**src/rtl/sdm_seq_pkg.sv**
```systemverilog
// sdm_seq_pkg
//   Shared types and default constants for the sigma-delta sample sequencer.
//   - state_t  : sequencer FSM state (IDLE, RUN, STOP)
//   - sample_t : signed sample at the default width
//   - DEFAULT_DATA_W / DEFAULT_OSR / DEFAULT_FIFO_DEPTH : default parameters
package sdm_seq_pkg;

  localparam int DEFAULT_DATA_W     = 16;
  localparam int DEFAULT_OSR        = 64;
  localparam int DEFAULT_FIFO_DEPTH = 16;

  typedef logic signed [DEFAULT_DATA_W-1:0] sample_t;

  typedef enum logic [1:0] {
    IDLE = 2'd0,
    RUN  = 2'd1,
    STOP = 2'd2
  } state_t;

endpackage

```
**src/rtl/sdm_sample_fifo.sv**
```systemverilog
// sdm_sample_fifo
//   Synchronous first-word fall-through FIFO holding host samples.
//   Ports:
//     clk, rst : clock, synchronous active-high reset
//     push     : write din (ignored when full or when flush is high)
//     pop      : drop the head entry (ignored when empty)
//     flush    : empty the FIFO on this edge
//     din      : write data
//     dout     : head entry, shown combinationally from the storage registers
//     level    : number of stored entries, 0..DEPTH
//     full     : level == DEPTH
//     empty    : level == 0
module sdm_sample_fifo
  import sdm_seq_pkg::*;
#(
  parameter int DATA_W = DEFAULT_DATA_W,
  parameter int DEPTH  = DEFAULT_FIFO_DEPTH
) (
  input  logic                     clk,
  input  logic                     rst,
  input  logic                     push,
  input  logic                     pop,
  input  logic                     flush,
  input  logic [DATA_W-1:0]        din,
  output logic [DATA_W-1:0]        dout,
  output logic [$clog2(DEPTH):0]   level,
  output logic                     full,
  output logic                     empty
);

  localparam int AW = $clog2(DEPTH);
  localparam int LW = AW + 1;

  logic [DATA_W-1:0] mem [DEPTH];
  logic [AW-1:0]     rd_ptr;
  logic [AW-1:0]     wr_ptr;
  logic              do_push;
  logic              do_pop;

  assign full    = (level == LW'(DEPTH));
  assign empty   = (level == '0);
  assign do_push = push && !full && !flush;
  assign do_pop  = pop && !empty;
  assign dout    = mem[rd_ptr];

  // Pointers wrap naturally because DEPTH is a power of two.
  always_ff @(posedge clk) begin
    if (rst || flush) begin
      rd_ptr <= '0;
      wr_ptr <= '0;
      level  <= '0;
    end else begin
      if (do_push) wr_ptr <= wr_ptr + AW'(1);
      if (do_pop)  rd_ptr <= rd_ptr + AW'(1);
      case ({do_push, do_pop})
        2'b10:   level <= level + LW'(1);
        2'b01:   level <= level - LW'(1);
        default: level <= level;
      endcase
    end
  end

  // Storage needs no reset; only entries below level are ever observed.
  always_ff @(posedge clk) begin
    if (do_push && !rst) mem[wr_ptr] <= din;
  end

endmodule

```
**src/rtl/sdm_sample_sequencer.sv**
```systemverilog
// sdm_sample_sequencer
//   Releases buffered host samples to a sigma-delta modulator input once
//   every OSR clocks, with start/stop control, muting when idle and a
//   sticky underflow flag.
//   Ports:
//     clk, rst      : clock, synchronous active-high reset
//     enable        : 1 = run the stream, 0 = stop at the next sample boundary
//     flush         : pulse, empties the sample FIFO
//     s_data/s_valid/s_ready : host sample stream (valid/ready handshake)
//     mod_din       : sample presented to the modulator
//     sample_tick   : pulse in the cycle mod_din takes a new value
//     fifo_level    : number of buffered samples
//     busy          : sequencer not idle
//     underflow     : sticky, set when a sample boundary finds the FIFO empty
//     clr_underflow : clears underflow (a simultaneous set wins)
module sdm_sample_sequencer
  import sdm_seq_pkg::*;
#(
  parameter int DATA_W         = DEFAULT_DATA_W,
  parameter int OSR            = DEFAULT_OSR,
  parameter int FIFO_DEPTH     = DEFAULT_FIFO_DEPTH,
  parameter int UNDERFLOW_HOLD = 1
) (
  input  logic                          clk,
  input  logic                          rst,
  input  logic                          enable,
  input  logic                          flush,
  input  logic [DATA_W-1:0]             s_data,
  input  logic                          s_valid,
  output logic                          s_ready,
  output logic [DATA_W-1:0]             mod_din,
  output logic                          sample_tick,
  output logic [$clog2(FIFO_DEPTH):0]   fifo_level,
  output logic                          busy,
  output logic                          underflow,
  input  logic                          clr_underflow
);

  localparam int PW = $clog2(OSR);
  localparam logic [PW-1:0] LAST_PHASE = PW'(OSR - 1);

  state_t            state;
  logic [PW-1:0]     phase;
  logic              tick;
  logic              run_tick;
  logic              fifo_full;
  logic              fifo_empty;
  logic              fifo_pop;
  logic [DATA_W-1:0] fifo_dout;

  assign tick     = (state != IDLE) && (phase == LAST_PHASE);
  // A STOP boundary with enable raised again behaves as a normal RUN boundary.
  assign run_tick = tick && ((state == RUN) || enable);
  assign fifo_pop = run_tick && !fifo_empty;
  assign s_ready  = !fifo_full;
  assign busy     = (state != IDLE);

  sdm_sample_fifo #(
    .DATA_W (DATA_W),
    .DEPTH  (FIFO_DEPTH)
  ) u_fifo (
    .clk   (clk),
    .rst   (rst),
    .push  (s_valid && s_ready),
    .pop   (fifo_pop),
    .flush (flush),
    .din   (s_data),
    .dout  (fifo_dout),
    .level (fifo_level),
    .full  (fifo_full),
    .empty (fifo_empty)
  );

  always_ff @(posedge clk) begin
    if (rst) begin
      state       <= IDLE;
      phase       <= '0;
      mod_din     <= '0;
      sample_tick <= 1'b0;
      underflow   <= 1'b0;
    end else begin
      sample_tick <= tick;
      if (clr_underflow) underflow <= 1'b0;

      case (state)
        IDLE: begin
          phase   <= '0;
          mod_din <= '0;
          if (enable) state <= RUN;
        end
        RUN, STOP: begin
          phase <= tick ? '0 : phase + PW'(1);
          if ((state == RUN) || enable) begin
            state <= enable ? RUN : STOP;
            if (tick) begin
              if (!fifo_empty) begin
                mod_din <= fifo_dout;
              end else begin
                // Placed after the clear above so a simultaneous set wins.
                underflow <= 1'b1;
                if (UNDERFLOW_HOLD == 0) mod_din <= '0;
              end
            end
          end else if (tick) begin
            mod_din <= '0;
            state   <= IDLE;
          end
        end
        default: begin
          state <= IDLE;
          phase <= '0;
        end
      endcase
    end
  end

endmodule

```
**config.mk**
```make
export PLATFORM = sky130hd
export DESIGN_NAME = sdm_sample_sequencer
export DESIGN_NICKNAME = d
export VERILOG_FILES = /design/src/rtl/sdm_seq_pkg.sv /design/src/rtl/sdm_sample_fifo.sv /design/src/rtl/sdm_sample_sequencer.sv
export SDC_FILE = /design/constraint.sdc
export NUM_CORES = 1
export LEC_CHECK = 0
export CORE_MARGIN = 1.5
export CORE_UTILIZATION = 54
export CTS_CLUSTER_DIAMETER = 80
export CTS_CLUSTER_SIZE = 10
export DETAILED_ROUTE_END_ITERATION = 16
export PLACE_DENSITY = 0.73
export SLEW_MARGIN = 20
export SYNTH_ARGS = -nofsm -noshare
export SYNTH_HDL_FRONTEND = slang
export SYNTH_SLANG_ARGS = --single-unit
```
**constraint.sdc**
```tcl
create_clock -name clk -period 3.15 [get_ports clk]
set_input_delay 0.63 -clock clk [delete_from_list [all_inputs] [get_ports clk]]
set_output_delay 0.63 -clock clk [all_outputs]
set_load 0.02 [all_outputs]
```
==> reports/results.txt <==
Outcome -> completed
Final GP Congestion -> 0.804
Crit path max fanout -> 7
Commonest non-fill, non-tap cell in the layout -> edfxtp_1
Clk_skew -> 0.0113 ns
Critical R2R Capture -> u_fifo.level[4]
RSZ-0062 raised after global routing -> false
Vias per cell -> 6.12
Largest net degree at the start of global routing -> 57
MaxCap Viol Count -> 0
Reg2reg path depth -> 12
H-tree depth -> 2
IO Count -> 47
# port buffers -> 46
Pwr/cell area -> 582 mW/mm2
Hold Vio Cnt, Final -> 0
Setup-failing EPs final -> 0
Startpoint Class -> flop
Worst-path cell chain -> inv_1, ha_1, nand3b_1, or3_1, nor2_1, ha_1, xor2_1, ha_1, a21oi_1, a32oi_1, a31oi_1, mux2i_1
CTS Root Cell -> clkbuf_16
R2R setup slack -> 0.27 ns
Synth Flop Type -> edfxtp_1
1st-pass router iterations -> 5
Rel. slew slack -> 0.654
Setup crit end kind -> flop
Grt total ovfl -> 0
Pwr Total -> 8.07 mW
Mapped Area -> 0.0118 mm2
Clock period minus final worst setup slack -> 2.88 ns
Initial detailed-routing violation count -> 461
First-pass GRT wire length -> 37,500 um
Final Slew Violations -> 0
Async S/R FF share, synth -> 0
CTS Buf Count -> 35
FF/Latch Area -> 0.00855 mm2
Share of layout cells above drive strength 1 -> 0.220
Post-cts sizing count -> 0
Hold path cells -> 2
Post-route design area -> 0.0139 mm2
TritonCTS clock tree -> yes
Post-synthesis sequential area ratio -> 0.726
DP Wirelength -> 14,600 um
Mapped Avg Cell Area -> 19.2 um2
Post-Route WL -> 24,500 um
Yosys reg bits -> 299
Die W -> 151 um
Crit path top cell by count -> ha_1
Wire length per cell -> 24.4 um
Multi-input gate area -> 0.00302 mm2
Tcrit/Tclk final -> 0.913
Critical path type -> flop to flop
# nets final -> 735
Syn_nets -> 646
Starting Density -> 0.555
Measured slew at the worst slew-check pin -> 0.505 ns
Longest Clk Path Bufs -> 3
Arrival time worst endpoint -> 3.30 ns
Die area -> 0.0227 mm2
Core area -> 0.0212 mm2
Syn-to-layout area delta -> 17.7%
# fillers -> 1,439
Vias in the first global route -> 6,410
Worst hold path endpoint -> underflow
Cell Area, Placed -> 0.0128 mm2
Remaining antenna violation count -> 0
Antenna violations before repair -> 0
Slowest CP cell -> dfxtp_1
Peak VDD IR -> 0.000506 V
Vias -> 6,140
Worst skew pair latency -> 0.51 ns
Crit path required time -> 3.58 ns
Hold WC Path Type -> flop to flop
GR Util All Layers -> 0.229
CTS Sinks -> 299
Post-synth EDFFs -> 256
DR DRC count -> 0
Diode count -> 0
Syn Inst Count -> 612
Fmax -> 348 MHz
Final setup TNS -> 0 ns
Count of different cell masters after synthesis -> 46
Warnings from Yosys -> 0
Leakage dissipation -> 4.38 nW
Most frequent cells in the layout -> edfxtp_1 (256), mux4_2 (51), clkdlybuf4s50_1 (46)
Reg2Reg Launch Point -> state[0]
Crit-path max cell delay -> 0.37 ns
Placement Rows -> 53
Worst Hold Launch -> underflow
Hold buffers post-CTS -> 0
Setup bufs post-CTS -> 0
Die span in y -> 151 um
Worst-path clk slew -> 0.06 ns
## layout make-up
cell class                 count  area share
clock inverter                 2     0.00181
sequential                   299       0.617
timing repair buffer          87      0.0627
clock buffer                  62      0.0721
inverter                      11     0.00298
multi-input combinational    267       0.218
tap                          275      0.0248
## per-stage QoR
step | setup WS [ns] | hold slack, ns | instances | utilization
floorplan | 0.125 | 0.418 | 612 | -
global placement | 0.0690 | 0.433 | 939 | 0.605
detailed placement | 0.00840 | 0.460 | 939 | 0.605
CTS | 0.309 | 0.470 | 1003 | 0.653
global route | 0.105 | 0.493 | 1003 | 0.653
finish | 0.274 | 0.466 | 1003 | 0.653
## flip-flops by register name (all words and copies together), names as in the netlist, named ones only
| name | count |
|---|---|
| state | 2 |
| u_fifo.level | 5 |
| sample_tick | 1 |
| u_fifo.rd_ptr | 4 |
| underflow | 1 |
| u_fifo.mem | 256 |
| u_fifo.wr_ptr | 4 |
| mod_din | 16 |
| phase | 6 |
## cells in the mapped netlist (all sizes together), types with 3 or more instances
master / instances / area share
nand3b: 3 / 0.0019
nor4: 17 / 0.010
mux2: 16 / 0.015
xor2: 4 / 0.0030
a221o: 16 / 0.014
nand2b: 4 / 0.0021
nor3: 5 / 0.0021
inv: 11 / 0.0035
clkbuf: 12 / 0.0038
buf: 23 / 0.012
nand2: 15 / 0.0048
a211oi: 3 / 0.0019
dfxtp: 43 / 0.073
or3: 4 / 0.0021
mux4: 64 / 0.13
o21ai: 5 / 0.0021
a21oi: 12 / 0.0051
nand3: 5 / 0.0021
ha: 12 / 0.013
nor2: 31 / 0.0099
edfxtp: 256 / 0.65
xnor2: 7 / 0.0052
mux2i: 20 / 0.017
## logic make-up after synthesis
family / Yosys count / synth area share
adder cells (fa/ha/maj): 12 / 0.0128
buffers and inverters: 46 / 0.0191
XOR/XNOR: 11 / 0.00819
flip-flops: 299 / 0.726
AO/OA/AOI/OAI: 47 / 0.0299
AND/OR/NAND/NOR: 97 / 0.0448
multiplexers: 100 / 0.159
## power breakdown
group / total, mW / internal [mW] / switching [mW]
Clock: 3.59 / 2.14 / 1.45
Combinational: 0.161 / 0.0618 / 0.0996
Sequential: 4.31 / 4.31 / 0.00669
## routing by layer
| metal | wire [um] | vias up | global-route usage |
|---|---|---|---|
| met1 | 9760 | 3162 | 0.298 |
| met5 | 0 | - | 0 |
| met3 | 1500 | 58 | 0.0421 |
| li1 | - | 2687 | - |
| met4 | 798 | 0 | 0.0869 |
| met2 | 12400 | 233 | 0.388 |
## worst max-delay path, delay by kind of cell, from the launching register on
family,cells,cell delay [ns]
compound gates,3,0.62
flops,1,0.37
buf+inv,1,0.08
fa+ha+maj,3,0.68
mux,1,0.23
simple gates,3,0.74
xor+xnor,1,0.07
## worst max path at each step
| stage | startpoint | end | slack, ns | depth (start not counted) |
|---|---|---|---|---|
| floorplan | state[0] | u_fifo.level[2] | 0.13 | 15 |
| global placement | enable | u_fifo.level[2] | 0.07 | 11 |
| detailed placement | enable | u_fifo.level[2] | 0.008 | 11 |
| CTS | state[0] | u_fifo.level[4] | 0.31 | 12 |
| global route | state[0] | u_fifo.level[4] | 0.10 | 12 |
| finish | state[0] | u_fifo.level[4] | 0.27 | 12 |
(Power assumes the default switching activity.)
